$ cat src/rtl/ball_motion_ctrl.sv
// ball_motion_ctrl: per-frame pong ball sequencer with wall/paddle bounces, goals and serve timing
module ball_motion_ctrl #(
  parameter int SCREEN_WIDTH     = 640,
  parameter int SCREEN_HEIGHT    = 480,
  parameter int BALL_WIDTH       = 6,
  parameter int BALL_HEIGHT      = 8,
  parameter int PADDLE_WIDTH     = 8,
  parameter int PADDLE_HEIGHT    = 64,
  parameter int LEFT_PADDLE_COL  = 32,
  parameter int RIGHT_PADDLE_COL = 608,
  parameter int SPEED            = 2,
  parameter int SERVE_FRAMES     = 60
) (
  input  logic        clk,
  input  logic        reset,
  input  logic        frame_tick,
  input  logic [11:0] left_paddle_row,
  input  logic [11:0] right_paddle_row,
  output logic [11:0] ball_center_row,
  output logic [11:0] ball_center_col,
  output logic        serving,
  output logic        left_score,
  output logic        right_score
);
  localparam logic [11:0] CR      = 12'(SCREEN_HEIGHT / 2);
  localparam logic [11:0] CC      = 12'(SCREEN_WIDTH / 2);
  localparam logic [11:0] SP      = 12'(SPEED);
  localparam logic [11:0] BH2     = 12'(BALL_HEIGHT / 2);
  localparam logic [11:0] BW2     = 12'(BALL_WIDTH / 2);
  localparam logic [11:0] HMAX    = 12'(SCREEN_HEIGHT - 1);
  localparam logic [11:0] WMAX    = 12'(SCREEN_WIDTH - 1);
  localparam logic [11:0] ROW_MAX = 12'(SCREEN_HEIGHT - 1 - BALL_HEIGHT / 2);
  localparam logic [11:0] FACE_R  = 12'(RIGHT_PADDLE_COL - PADDLE_WIDTH / 2);
  localparam logic [11:0] FACE_L  = 12'(LEFT_PADDLE_COL + PADDLE_WIDTH / 2);
  localparam logic [11:0] OVL     = 12'((PADDLE_HEIGHT + BALL_HEIGHT) / 2);
  localparam logic [11:0] SF_LAST = 12'(SERVE_FRAMES - 1);
  typedef enum logic [1:0] {SERVE, PLAY, SCORED} state_t;
  state_t      state;
  logic [11:0] serve_cnt, dl, dr, next_row, next_col;
  logic        dir_right, dir_down, bot, top, hit_r, hit_l, goal_l, goal_r;
  logic        next_dir_down, next_dir_right;
  always_comb begin
    dl             = ball_center_row >= left_paddle_row ? ball_center_row - left_paddle_row : left_paddle_row - ball_center_row;
    dr             = ball_center_row >= right_paddle_row ? ball_center_row - right_paddle_row : right_paddle_row - ball_center_row;
    bot            = dir_down && (ball_center_row + SP + BH2 >= HMAX);
    top            = !dir_down && (ball_center_row < SP + BH2);
    next_row       = bot ? ROW_MAX : top ? BH2 : dir_down ? ball_center_row + SP : ball_center_row - SP;
    next_dir_down  = bot ? 1'b0 : top ? 1'b1 : dir_down;
    // left-side tests are rearranged so nothing is subtracted from col
    hit_r          = dir_right && (ball_center_col + BW2 < FACE_R) && (ball_center_col + SP + BW2 >= FACE_R) && (dr <= OVL);
    hit_l          = !dir_right && (ball_center_col > FACE_L + BW2) && (ball_center_col <= FACE_L + SP + BW2) && (dl <= OVL);
    goal_l         = dir_right && !hit_r && (ball_center_col + SP + BW2 >= WMAX);
    goal_r         = !dir_right && !hit_l && (ball_center_col < SP + BW2);
    next_col       = hit_r ? FACE_R - BW2 : hit_l ? FACE_L + BW2 : dir_right ? ball_center_col + SP : ball_center_col - SP;
    next_dir_right = hit_r ? 1'b0 : hit_l ? 1'b1 : dir_right;
  end
  always_ff @(posedge clk) begin
    if (reset) begin
      state           <= SERVE;
      serve_cnt       <= '0;
      ball_center_row <= CR;
      ball_center_col <= CC;
      dir_right       <= 1'b1;
      dir_down        <= 1'b1;
      serving         <= 1'b1;
      left_score      <= 1'b0;
      right_score     <= 1'b0;
    end else begin
      left_score  <= 1'b0;
      right_score <= 1'b0;
      case (state)
        SERVE: if (frame_tick) begin
          if (serve_cnt == SF_LAST) begin
            serve_cnt <= '0;
            state     <= PLAY;
            serving   <= 1'b0;
          end else serve_cnt <= serve_cnt + 12'd1;
        end
        PLAY: if (frame_tick) begin
          if (goal_l || goal_r) begin
            state       <= SCORED;
            left_score  <= goal_l;
            right_score <= goal_r;
          end else begin
            ball_center_row <= next_row;
            ball_center_col <= next_col;
            dir_down        <= next_dir_down;
            dir_right       <= next_dir_right;
          end
        end
        SCORED: begin
          state           <= SERVE;
          serving         <= 1'b1;
          serve_cnt       <= '0;
          ball_center_row <= CR;
          ball_center_col <= CC;
          dir_right       <= left_score;
          dir_down        <= !dir_down;
        end
        default: state <= SERVE;
      endcase
    end
  end
endmodule

$ cat config.mk
export PLATFORM = sky130hd
export DESIGN_NAME = ball_motion_ctrl
export DESIGN_NICKNAME = d
export VERILOG_FILES = /design/src/rtl/ball_motion_ctrl.sv
export SDC_FILE = /design/constraint.sdc
export NUM_CORES = 1
export LEC_CHECK = 0
export BUFFER_PORTS_ARGS = -buffer_cell sky130_fd_sc_hd__buf_2
export CAP_MARGIN = 20
export CORE_MARGIN = 5
export CORE_UTILIZATION = 55
export CTS_BUF_LIST = sky130_fd_sc_hd__clkbuf_4 sky130_fd_sc_hd__clkbuf_8
export DETAILED_ROUTE_END_ITERATION = 7
export PLACE_DENSITY_LB_ADDON = 0.08
export SYNTH_ARGS = -nofsm -noshare
export SYNTH_HDL_FRONTEND = slang
export SYNTH_SLANG_ARGS = --single-unit
$ cat constraint.sdc
create_clock -name clk -period 3.5 [get_ports clk]
set_clock_uncertainty 0.05 [all_clocks]
set_input_delay 0.35 -clock clk [delete_from_list [all_inputs] [get_ports clk]]
set_output_delay 0.35 -clock clk [all_outputs]
set_load 0.005 [all_outputs]
==> metrics.txt <==
outcome complete, but fails checks; violated checks negative setup slack; crit-path cells ha_4 -> a2111o_1 -> o21a_1 -> a221oi_2 -> a311oi_2 -> or4_4 -> a2111oi_4 -> o2111a_4 -> a211oi_4 -> buf_6 -> or3_4 -> a21oi_2; multi-input combinational cell area 0.00511 sq mm; maximum number of pins on one net before global-route repair 30; ratio of cells with drive above 1 in the final layout 0.352; latest clock arrival within the worst-skew pair 0.31 ns; wire length of the first global-routing pass 32500 um; top_reg_cell synth dfxtp_1; fmax 266 MHz; synthesis-to-layout area growth 42.2%; sequential share of the synthesized area 0.147; RR Startpoint ball_center_row[6]; clk slew on worst S/H paths 0.09 ns; utilization after layout 0.804; H-Tree Depth 2; DIE AREA 0.0128 sq mm; area of the core 0.0103 sq mm; total global-route track usage 0.304; CTS Root Cell clkbuf_8; I/O pins 54; Total Power 1.34 mW; worst endpoint data arrival time 3.95 ns; DPL Wire Length 15700 um; Die Y 113 um; Critical Path RT 3.68 ns; Crit Path Class flip-flop to flip-flop; Internal 0.967 mW; total leakage power 3.63 nW; period utilization 1.08; Hold Startpoint frame_tick; FF-to-FF setup slack -0.26 ns; DRC Markers 0; Hold WC Path Type input pin to flip-flop; gr ovfl total 0; PD cells 161 mW/mm^2; Synth Instances 823; Final setup violation count 27; CTS buffer count 5; Buf/Inv on CP 1; ANT cells 0; input/output buffers 53; nature of the critical path endpoint flip-flop; RR Endpoint ball_center_col[1]; Final min period 3.76 ns; worst hold path endpoint state[0]; FF-to-FF path depth 12; Slew HR 0.561; post-synthesis instance area 0.00584 sq mm; Ys Warns 0; hold buffer count at cts 0; clock sink count 43; post-synth cell types 76; Pre-antenna DRT Iters 6; most common cell after layout, fill and taps aside buf_4; initial antenna violation count 0; Yosys reg bits 43; Via-to-Cell Ratio 6.24; Max VDD drop 0.000270 V; unrepaired setup endpoints after global routing true; EDFF count, synth 0; Seq pwr share 0.370; most frequent cells in the layout 186 x buf_4, 75 x nor2_1, 73 x nand2_1, 53 x inv_1, 53 x buf_2; max_cap viols 0; Crit-path slowest cell or4_4; Slew @ Worst Pin 0.658 ns; Setup crit start kind flip-flop; Longest Clk Path Bufs 2; Clk network pwr share 0.355; Initial Utilization 0.566; Fin. Hold Viols 0; Comb pwr share 0.275; Detail Route Antenna Nets 0; final wirelength 21300 um; GPL Wtd Cong 0.931; CTS tree done; drt wl/cell 18.2 um; asr flop ratio synth 0; fin worst setup slack -0.265 ns; Net Count, Synth 907; row count 37; syn_area_per_cell 7.10 sq um; register area 891 sq um; hold path cells 3; initial drt markers 657; # fillers 739; fin nets 1119; Die W 113 um; vias in the first global route 6879; switching share of power 0.277; NetSw 0.371 mW; detailed-route via count 7310; crit path max fanout 6; Slew Limit Fails 0; crit-path max cell delay 0.52 ns; cell family with most CP delay compound AO/OA/AOI/OAI gates
flip-flops by register name (all words and copies together), names as in the netlist:
name / count
right_score: 1
serve_cnt: 12
left_score: 1
dir_right: 1
ball_center_col: 12
state: 2
ball_center_row: 12
serving: 1
dir_down: 1
worst min-delay path: stages:
cell and delay [ns]:
buf_2 0.14, o211ai_1 0.09, a21oi_1 0.07
synthesized netlist by cell type (all sizes together), types with 11 or more instances:
library cell	n	area share
dfxtp	43	0.15
nand2	73	0.047
and3	16	0.017
xnor2	26	0.039
ha	57	0.12
a31oi	13	0.014
inv	55	0.035
o21ai	38	0.033
a21oi	63	0.054
clkbuf	32	0.021
mux2i	13	0.022
buf	13	0.014
nor3	30	0.026
o211ai	13	0.017
nand3	27	0.023
and2	12	0.013
nand2b	11	0.012
a21o	12	0.015
nand4	15	0.016
nor4	12	0.013
or3	13	0.014
nor2	76	0.049
power by group through the flow:
stage	combinational (mW)	sequential, mW	clock, mW
after global placement	0.306	0.508	0
after floorplan	0.173	0.507	0
after detailed placement	0.313	0.509	0
after global routing	0.399	0.495	0.500
after CTS	0.330	0.496	0.470
final	0.368	0.495	0.476
worst max path at each step:
stage	to	depth (start not counted)	start
6_report	ball_center_col[1]	12	ball_center_row[6]
5_1_grt	dir_right	13	ball_center_row[6]
4_1_cts	ball_center_col[3]	12	ball_center_row[6]
3_5_place_dp	ball_center_col[3]	16	right_paddle_row[9]
3_3_place_gp	ball_center_col[10]	15	ball_center_row[7]
2_1_floorplan	ball_center_col[5]	12	ball_center_row[6]
repair_timing:
action | CTS | global route
endpoints found under the setup margin | 28 | 28
setup buffers | 6 | 8
gates resized for setup | 36 | 88
pin swaps | 10 | 27
cloned | 0 | 1
kinds of logic (layout without fill, tap and decap cells):
kind of cell,after synthesis,count (layout),synth area share
flops,43,43,0.147
compound gates,241,241,0.293
xor+xnor,36,36,0.0540
simple gates,328,329,0.286
buf+inv,103,315,0.0716
mux,14,14,0.0242
fa+ha+maj,58,58,0.124
per-stage QoR:
| step | setup WS (ns) | hold slack (ns) | cells | cell area, sq um | setup TNS, ns |
|---|---|---|---|---|---|
| after global routing | -0.389 | 0.352 | 1172 | 8300 | -7.81 |
| final | -0.265 | 0.337 | 1172 | 8300 | -3.84 |
| after global placement | -0.311 | 0.412 | 1149 | 7480 | -5.85 |
| after floorplan | 0.00588 | 0.405 | 823 | 5910 | 0 |
| after CTS | -0.160 | 0.336 | 1163 | 7830 | -1.50 |
| after detailed placement | -0.388 | 0.435 | 1149 | 7480 | -8.50 |
layout make-up:
class / instances / area share
Multi-Input combinational cell: 678 / 0.615
Sequential cell: 43 / 0.107
Inverter: 58 / 0.0262
Tap cell: 136 / 0.0205
Clock inverter: 2 / 0.00723
Timing Repair Buffer: 249 / 0.214
Clock buffer: 6 / 0.00919
routing by layer:
metal	track usage	share of wire	vias to the layer above
met1	0.384	0.40	3405
met3	0.0321	0.075	81
li1	-	-	3467
met2	0.536	0.49	357
met5	0	0	-
met4	0.103	0.038	0
Note: power is estimated with default switching activity, not from simulation.
